<file path="config.mk">
export PLATFORM = sky130hd
export DESIGN_NAME = ex_lsu_stage
export DESIGN_NICKNAME = d
export VERILOG_FILES = /design/src/rtl/ex_lsu_stage_pkg.sv /design/src/rtl/ex_lsu_stage_st_align.sv /design/src/rtl/ex_lsu_stage.sv
export SDC_FILE = /design/constraint.sdc
export NUM_CORES = 1
export LEC_CHECK = 0
export CORE_AREA = 4 4 178 180
export CTS_CLUSTER_DIAMETER = 50
export DETAILED_ROUTE_END_ITERATION = 8
export DIE_AREA = 0 0 182 184
export PLACE_DENSITY = 0.66
export SYNTH_ARGS = -nofsm -noshare
export SYNTH_HDL_FRONTEND = slang
export SYNTH_HIERARCHICAL = 1
export SYNTH_SLANG_ARGS = --single-unit
</file>
<file path="constraint.sdc">
create_clock -name clk -period 7.21 [get_ports clk]
set_input_delay 1.0815 -clock clk [delete_from_list [all_inputs] [get_ports clk]]
set_output_delay 1.0815 -clock clk [all_outputs]
set_load 0.02 [all_outputs]
</file>
<file path="src/rtl/ex_lsu_stage_pkg.sv">
// Shared types for the execute/load-store stage: access sizes, FSM states,
// the in_mem_op field layout and the ld_flag layout handed to ME.
package ex_lsu_stage_pkg;

  localparam logic [1:0] MEM_SIZE_B = 2'd0;
  localparam logic [1:0] MEM_SIZE_H = 2'd1;
  localparam logic [1:0] MEM_SIZE_W = 2'd2;

  typedef enum logic [1:0] {
    ST_EMPTY = 2'd0,
    ST_MC    = 2'd1,
    ST_REQ   = 2'd2,
    ST_HOLD  = 2'd3
  } state_e;

  typedef struct packed {
    logic       is_load;
    logic       is_store;
    logic [1:0] size;
  } mem_op_t;

  typedef struct packed {
    logic       sign;
    logic [1:0] size;
    logic [1:0] off;
  } ld_flag_t;

  function automatic logic misaligned(input logic [1:0] size, input logic [1:0] off);
    return ((size == MEM_SIZE_H) && off[0]) || ((size == MEM_SIZE_W) && (off != 2'b00));
  endfunction

endpackage

</file>
<file path="src/rtl/ex_lsu_stage_st_align.sv">
// Store formatting: replicates store data across byte lanes, builds the byte
// strobes from size/offset and flags misaligned half/word accesses.
module ex_lsu_stage_st_align
  import ex_lsu_stage_pkg::*;
#(
  parameter int DATA_W = 32
) (
  input  logic [1:0]        size,
  input  logic [1:0]        off,
  input  logic [DATA_W-1:0] rkd,
  output logic [3:0]        wstrb,
  output logic [DATA_W-1:0] wdata,
  output logic              ale
);

  always_comb begin
    wstrb = 4'b1111;
    wdata = rkd;
    case (size)
      MEM_SIZE_B: begin
        wstrb = 4'b0001 << off;
        wdata = {4{rkd[7:0]}};
      end
      MEM_SIZE_H: begin
        wstrb = 4'b0011 << off;
        wdata = {2{rkd[15:0]}};
      end
      default: ;
    endcase
  end

  assign ale = misaligned(size, off);

endmodule

</file>
<file path="src/rtl/ex_lsu_stage.sv">
// Execute stage: holds one instruction, drives the ALU/multi-cycle unit and
// issues loads/stores with a req/addr_ok handshake before offering it to ME.
module ex_lsu_stage
  import ex_lsu_stage_pkg::*;
#(
  parameter int DATA_W      = 32,
  parameter int DEST_W      = 5,
  parameter int MC_EN       = 1,
  parameter int ALIGN_CHECK = 1
) (
  input  logic              clk,
  input  logic              resetn,
  input  logic              flush,
  input  logic              in_valid,
  output logic              in_ready,
  input  logic [31:0]       in_pc,
  input  logic [DATA_W-1:0] in_src1,
  input  logic [DATA_W-1:0] in_src2,
  input  logic [DATA_W-1:0] in_rkd,
  input  logic [3:0]        in_mem_op,
  input  logic              in_sign,
  input  logic              in_is_mc,
  input  logic              in_gr_we,
  input  logic [DEST_W-1:0] in_dest,
  output logic [DATA_W-1:0] fu_src1,
  output logic [DATA_W-1:0] fu_src2,
  input  logic [DATA_W-1:0] fu_result,
  output logic              mc_start,
  output logic              mc_cancel,
  input  logic              mc_done,
  input  logic [DATA_W-1:0] mc_result,
  output logic              mem_req,
  output logic              mem_wr,
  output logic [1:0]        mem_size,
  output logic [3:0]        mem_wstrb,
  output logic [31:0]       mem_addr,
  output logic [DATA_W-1:0] mem_wdata,
  input  logic              mem_addr_ok,
  output logic              out_valid,
  input  logic              out_ready,
  output logic [31:0]       out_pc,
  output logic [DATA_W-1:0] out_result,
  output logic [DEST_W-1:0] out_dest,
  output logic              out_gr_we,
  output logic              out_is_load,
  output logic [4:0]        out_ld_flag,
  output logic              out_ale,
  output logic [DEST_W-1:0] fwd_dest,
  output logic [DATA_W-1:0] fwd_result,
  output logic              fwd_res_ok,
  output logic              fwd_is_load
);

  state_e            state_q, state_d;
  logic [31:0]       pc_q;
  logic [DATA_W-1:0] src1_q, src2_q, rkd_q, mc_res_q;
  mem_op_t           mop_q;
  logic              sign_q, is_mc_q, gr_we_q, mc_first_q;
  logic [DEST_W-1:0] dest_q;

  mem_op_t           in_mop;
  logic [1:0]        in_off;
  logic              accept, is_mc_in, ale_in, is_mem_q, st_ale;
  logic [31:0]       addr;
  logic [3:0]        st_wstrb;
  ld_flag_t          ld_flag;

  assign in_mop   = mem_op_t'(in_mem_op);
  assign in_off   = in_src1[1:0] + in_src2[1:0];
  assign is_mc_in = (MC_EN != 0) && in_is_mc;
  assign ale_in   = (ALIGN_CHECK != 0) && (in_mop.is_load || in_mop.is_store)
                    && misaligned(in_mop.size, in_off);

  assign in_ready = !flush && ((state_q == ST_EMPTY) || ((state_q == ST_HOLD) && out_ready));
  assign accept   = in_valid && in_ready;

  // Flush wins over everything; accept is only possible from EMPTY or a draining HOLD.
  always_comb begin
    state_d   = state_q;
    mc_cancel = 1'b0;
    if (flush) begin
      state_d   = ST_EMPTY;
      mc_cancel = (state_q == ST_MC);
    end else if (accept) begin
      if (is_mc_in)
        state_d = ST_MC;
      else if ((in_mop.is_load || in_mop.is_store) && !ale_in)
        state_d = ST_REQ;
      else
        state_d = ST_HOLD;
    end else begin
      case (state_q)
        ST_MC:   if (mc_done)     state_d = ST_HOLD;
        ST_REQ:  if (mem_addr_ok) state_d = ST_HOLD;
        ST_HOLD: if (out_ready)   state_d = ST_EMPTY;
        default: ;
      endcase
    end
  end

  always_ff @(posedge clk) begin
    if (!resetn) begin
      state_q    <= ST_EMPTY;
      pc_q       <= '0;
      src1_q     <= '0;
      src2_q     <= '0;
      rkd_q      <= '0;
      mc_res_q   <= '0;
      mop_q      <= '0;
      sign_q     <= 1'b0;
      is_mc_q    <= 1'b0;
      gr_we_q    <= 1'b0;
      mc_first_q <= 1'b0;
      dest_q     <= '0;
    end else begin
      state_q    <= state_d;
      mc_first_q <= 1'b0;
      if (accept) begin
        pc_q       <= in_pc;
        src1_q     <= in_src1;
        src2_q     <= in_src2;
        rkd_q      <= in_rkd;
        mop_q      <= in_mop;
        sign_q     <= in_sign;
        is_mc_q    <= is_mc_in;
        gr_we_q    <= in_gr_we;
        dest_q     <= in_dest;
        mc_first_q <= is_mc_in;
      end
      if ((state_q == ST_MC) && mc_done && !flush)
        mc_res_q <= mc_result;
    end
  end

  assign addr     = src1_q + src2_q;
  assign is_mem_q = mop_q.is_load || mop_q.is_store;

  ex_lsu_stage_st_align #(.DATA_W(DATA_W)) u_st_align (
    .size  (mop_q.size),
    .off   (addr[1:0]),
    .rkd   (rkd_q),
    .wstrb (st_wstrb),
    .wdata (mem_wdata),
    .ale   (st_ale)
  );

  assign fu_src1   = src1_q;
  assign fu_src2   = src2_q;
  assign mc_start  = (state_q == ST_MC) && mc_first_q && !flush;
  assign mem_req   = (state_q == ST_REQ) && !flush;
  assign mem_wr    = mop_q.is_store;
  assign mem_size  = mop_q.size;
  assign mem_addr  = addr;
  assign mem_wstrb = mop_q.is_store ? st_wstrb : 4'b0000;

  assign out_valid = (state_q == ST_HOLD);

  always_comb begin
    out_result = '0;
    if (state_q == ST_HOLD) begin
      if (is_mc_q)       out_result = mc_res_q;
      else if (is_mem_q) out_result = addr;
      else               out_result = fu_result;
    end
  end

  assign ld_flag     = '{sign: sign_q, size: mop_q.size, off: addr[1:0]};
  assign out_pc      = pc_q;
  assign out_dest    = dest_q;
  assign out_gr_we   = gr_we_q;
  assign out_is_load = mop_q.is_load;
  assign out_ld_flag = ld_flag;
  assign out_ale     = (state_q == ST_HOLD) && (ALIGN_CHECK != 0) && is_mem_q && st_ale;

  assign fwd_dest    = ((state_q != ST_EMPTY) && gr_we_q) ? dest_q : '0;
  assign fwd_result  = out_result;
  assign fwd_res_ok  = (state_q == ST_HOLD) && !mop_q.is_load;
  assign fwd_is_load = (state_q != ST_EMPTY) && mop_q.is_load;

endmodule

</file>
Yosys cells after proc, flatten, opt, wreduce, memory -nomap -nowiden:

Cells that the tools add are included.

* bits in registers: 175
* bits of input ports: 211
* output and inout bits: 256
* word-level logic and storage cells: 80

* add/sub/neg operators: 2
* equality and inequality tests: 10
* shifts and indexed selects: 2
* multiplexer cells: 15
* bitwise logic cells: 1
* reductions and logical operators: 36

Operators by type and width (number)
* $mux 32: 3
* $pmux 32 s2: 1
* $add 32x32->32: 1
* $logic_and 1x1->1: 19
* $mux 2: 5
* $eq 2x2->1 const B: 4
* $pmux 4 s2: 1
* $eq 2x1->1 const B: 3
* $ne 3x3->1 const B: 2
* $pmux 2 s3: 1
* $reduce_bool 2->1: 3
* $logic_or 1x1->1: 5
* $mux 5: 1
* $logic_not 2->1: 2
* $mux 4: 1
* $reduce_and 4->1: 1
* $reduce_bool 4->1: 1
* $shl 1x2->4 const A: 1
* $shl 2x2->4 const A: 1
* $logic_not 1->1: 3
* $ne 3x1->1 const B: 1
* $add 2x2->2: 1
* $mux 1: 2
* $reduce_and 2->1: 1
* other kinds (2): 2

Depth between registers and ports, before layout:

* depth in word-level cells: 10
* gate-level depth with buffers: 11
* mapped depth without buffers: 10

By module:

The synthesis kept the hierarchy.

By module, submodules not included
* ex_lsu_stage: instances 1, cells each 1225, area an instance 9519.1 µm², sequential area each 3503.4 µm²
* ex_lsu_stage_st_align: instances 1, cells each 64, area an instance 500.5 µm², sequential area each 0.0 µm²

Worst setup path before layout:

Ideal clock, no wire load.

* path kind: reg2out
* from: register src1_q[0] (netlist: fu_src1[0])
* to: output port out_result[16]
* data arrival time: 3218 ps
* required time: 6128 ps
* path slack: 2910 ps
* stages on the path, launching flop included: 12
* buffers on the path: 1
* cell sequence: dfxtp_1 > ha_1 > fa_1 > a211oi_1 > o21ai_1 > a31oi_1 > nor3_1 > or3_1 > xnor2_1 > nand2_1 > a21oi_1 > buf_4

* longest elaborated chain between the ends: 4

RTL lines
* start: declaration: line ex_lsu_stage.sv:56 `logic [DATA_W-1:0] src1_q, src2_q, rkd_q, mc_res_q;`
* start signal: assignment: line ex_lsu_stage.sv:120 `src1_q <= in_src1;`
* $add 32x32->32: line ex_lsu_stage.sv:135 `assign addr = src1_q + src2_q;`
* net mem_addr[16]: line ex_lsu_stage.sv:36 `output logic [31:0] mem_addr,`
* $mux 32: line ex_lsu_stage.sv:162 `else if (is_mem_q) out_result = addr;`
* $mux 32: line ex_lsu_stage.sv:161 `if (is_mc_q) out_result = mc_res_q;`
* $mux 32: line ex_lsu_stage.sv:160 `if (state_q == ST_HOLD) begin`
* end: declaration: line ex_lsu_stage.sv:42 `output logic [DATA_W-1:0] out_result,`

The timed path passes the listed nets, and every way through them passes these cells.

Worst setup path after layout:

* from: register src2_q[0] (netlist: fu_src2[0])
* to: output port fwd_result[28]

* longest elaborated chain between the ends: 4

RTL lines
* start: declaration: line ex_lsu_stage.sv:56
* start signal: assignment: line ex_lsu_stage.sv:121 `src2_q <= in_src2;`
* $add 32x32->32: line ex_lsu_stage.sv:135
* $mux 32: line ex_lsu_stage.sv:162
* $mux 32: line ex_lsu_stage.sv:161
* $mux 32: line ex_lsu_stage.sv:160
* end: declaration: line ex_lsu_stage.sv:49 `output logic [DATA_W-1:0] fwd_result,`

No other way between the ends.

==> metrics.cfg <==
[synth]
synth-xor-area-share_pct = 2.53
synthAdderAreaFrac_pct = 4.70
async_flop_share_pct = 0
synth_edf_count = 0
synth_nets = 1537
synth-seq-cells = 175
yosysSeqAreaShare_pct = 35.0
synth_simple_gate_area_share_pct = 21.4
synth_area_um2 = 10000
yosys_most_used_dff = dfxtp_1
yosys_warnings = 6
synthMuxAreaShare_pct = 3.50
yosysUniqueCellTypes = 71
synth_top_family_by_area = compound AO/OA/AOI/OAI gates
synth_compound_area_share_pct = 24.8
synthCells = 1289
syn_avg_cell_area_um2 = 7.77

[floorplanning]
rows = 64
fp.dieW_um = 182
core_um2 = 30200
initial_core_util_pct = 33.2
io_pins = 467
die_height_um = 184
dieArea_um2 = 33500

[worst_hold_path]
holdPathEnd = mc_res_q[27]$_SDFFE_PN0P_
worstHoldPathCells = 2
hold_start = mc_res_q[27]$_SDFFE_PN0P_
hold_path_class = reg -> reg

[placed_design]
dp_cells = 2030
dp_hpwl_um = 31400
port_buffers = 466
placed_area_um2 = 14500
gp_congestion = 0.940

[drt]
drtPass1Iterations = 6
drc = 0
first_iter_violations = 641
routed_via_density = 5.02
dr_total_vias = 10348
finalWirelength_um = 41100
drtAntennaViolNets = 0
routedWlPerCell_um = 19.9

[clock_tree]
numCtsBuffers = 17
clock-sinks = 175
clockBufferDepth = 2
cts_tree = done
cts.htree.levels = 4
clk_pin_slew_worst_paths_ns = 0.07
cts.repair.resized = 0
hold_buffers = 0
clkLatencyLatePin_ns = 0.44
post-cts-setup-buffers = 0
cts-root-buf = clkbuf_16

[critical_path]
path_depth = 11
cp-start-kind = flip-flop
rrSetupSlack_ns = 4.25
path_buf_inv = 1
reg2reg_to = fu_src1[3]$_SDFFE_PN0P_
cp_cell_sequence = ha_1 > fa_1 > a211oi_1 > o21ai_1 > a31oi_1 > or4_1 > a21oi_2 > a221oi_2 > xnor2_1 > o311a_1 > clkdlybuf4s50_1
worstPathRequired_ns = 6.13
end_kind = output pin
path_class = reg -> out
rr_worst_depth = 8
critPathMaxStageDelay_ns = 0.63
crit_arrival_ns = 4.28
cp_slowest_cell = clkdlybuf4s50_1
critPathTopFamily = compound AO/OA/AOI/OAI gates
r2r-start = state_q[0]$_SDFFE_PP0P_
crit_path_max_fanout = 3

[global_routing]
gr-usage-all-layers_pct = 23.2
antenna_found_initial = 3
grt_start_max_net_pins = 119
grt_pass1_wl_um = 60200
grt_pass1_vias = 9844
grt_overflow = 0

[finish]
final_cell_area_um2 = 15100
drive_above_1_share_pct = 4.50
fin_cells = 2062
diodes = 0
syn_to_final_growth_pct = 50.3
final_nets = 1901

[power]
clkPwrFrac_pct = 34.4
p_leak_nw = 5.57
powerDensity_nw_per_um2 = 177
switching_share_pct = 31.4
peakVddDrop_v = 0.000142
switchingPower_w = 0.000838
p_seq_share_pct = 39.6
power_frac_comb_pct = 26.1
internal_power_w = 0.00183

[timing]
finClkSkew_ns = 0.0138
fin_crit_sh_pct = 74.4
holdWs_ns = 0.464
max_freq_ghz = 0.186
final.setup.tns_ns = 0
setup-violations-final = 0
worst_pin_slew_ns = 1.11
rsz0062_at_grt = false
relSlewSlack_pct = 26.1
drv_slew = 0
hold_violations = 0
fin_crit_ns = 5.36

[job]
max_cap_viol_count = 0

[outcome]
status = completed

[power groups by stage]
stage	Clock, W	Combinational (W)	Sequential [W]
6_report	0.000916	0.000695	0.00106
4_1_cts	0.000939	0.000700	0.00106
2_1_floorplan	0	0.000311	0.00111
3_3_place_gp	0	0.000695	0.00108
3_5_place_dp	0	0.000697	0.00108
5_1_grt	0.000972	0.000741	0.00106
[metal layers]
metal,GRT usage [%],vias to the layer above,part of all wire [%]
met4,7.33,6,2.3
met5,0,-,0.092
li1,-,5044,-
met2,40.5,411,49
met1,27.8,4836,41
met3,6.15,51,7.7
[kinds of logic after synthesis]
family          after synthesis
flops                       175
xor+xnor                     29
fa+ha+maj                    37
simple gates                510
compound gates              358
mux                          33
buf+inv                     147
[worst max-delay path by stage]
| stage | start | endpoint | slack (ns) |
|---|---|---|---|
| detailed placement | fu_src2[0]$_SDFFE_PN0P_ | fwd_result[28] | 2.44 |
| floorplan | fu_src1[0]$_SDFFE_PN0P_ | out_result[16] | 2.91 |
| global placement | fu_src1[0]$_SDFFE_PN0P_ | fwd_result[28] | 2.48 |
| finish | fu_src2[0]$_SDFFE_PN0P_ | fwd_result[28] | 1.85 |
| global route | fu_src1[0]$_SDFFE_PN0P_ | fwd_result[28] | 1.72 |
| CTS | fu_src1[0]$_SDFFE_PN0P_ | fwd_result[28] | 1.95 |
[state kept, by name, summed over array words and instances (netlist names)]
signal       cells
sign_q           1
mem_wr           1
mc_first_q       1
state_q          2
out_gr_we        1
mem_size         2
fu_src2         32
out_is_load      1
out_dest         5
rkd_q           32
fu_src1         32
is_mc_q          1
out_pc          32
mc_res_q        32
[Yosys cell counts (11+ instances only)]
cell type	number	area share, %
a21boi_0	173	13
a21o_1	20	1.5
a21oi_1	62	3.1
and2_1	18	1.1
buf_4	47	3.5
clkbuf_1	68	2.5
dfxtp_1	175	35
ha_1	36	4.5
inv_1	16	0.60
mux2_2	16	1.8
mux2i_1	17	1.7
nand2_1	407	15
nor2_1	23	0.86
nor2b_1	14	0.87
o21ai_0	39	1.9
o21ai_1	11	0.55
xnor2_1	20	1.7
[metrics by stage]
step / power, W / util (%) / setup WS (ns)
after floorplan: 0.00142 / - / 2.91
after global placement: 0.00177 / 48.1 / 2.48
after detailed placement: 0.00177 / 48.1 / 2.44
after CTS: 0.00269 / 49.9 / 1.95
after global routing: 0.00277 / 49.9 / 1.72
final: 0.00267 / 49.9 / 1.85
[worst register-to-register path: stages, from the launching register on]
cell	delay (ns)
dfxtp_1	0.35
inv_1	0.10
ha_1	0.25
a21oi_1	0.06
nor2_1	0.43
and2_4	0.76
buf_4	0.58
nand2_1	0.17
a21boi_0	0.19
[layout make-up]
type                    instances  area [µm²]
well taps                     396         495
flip-flops and latches        175        3500
clock buffers                  20         447
fillers                      2978       15100
inverters                      16        60.1
multi-input cells             967        5710
clock inverters                12         110
repair buffers                476        4740
[cell usage in the layout, fill, tap and decap left out, types with 17 or more instances in the layout]
cell type,n
xnor2_1,20
dfxtp_1,174
a21oi_1,62
ha_1,36
o21ai_0,39
nand2_1,406
a21boi_0,173
a21o_1,20
nor2_1,23
clkbuf_16,17
mux2i_1,17
clkdlybuf4s50_1,465
and2_1,17
Power figures use the tool's default switching activity.
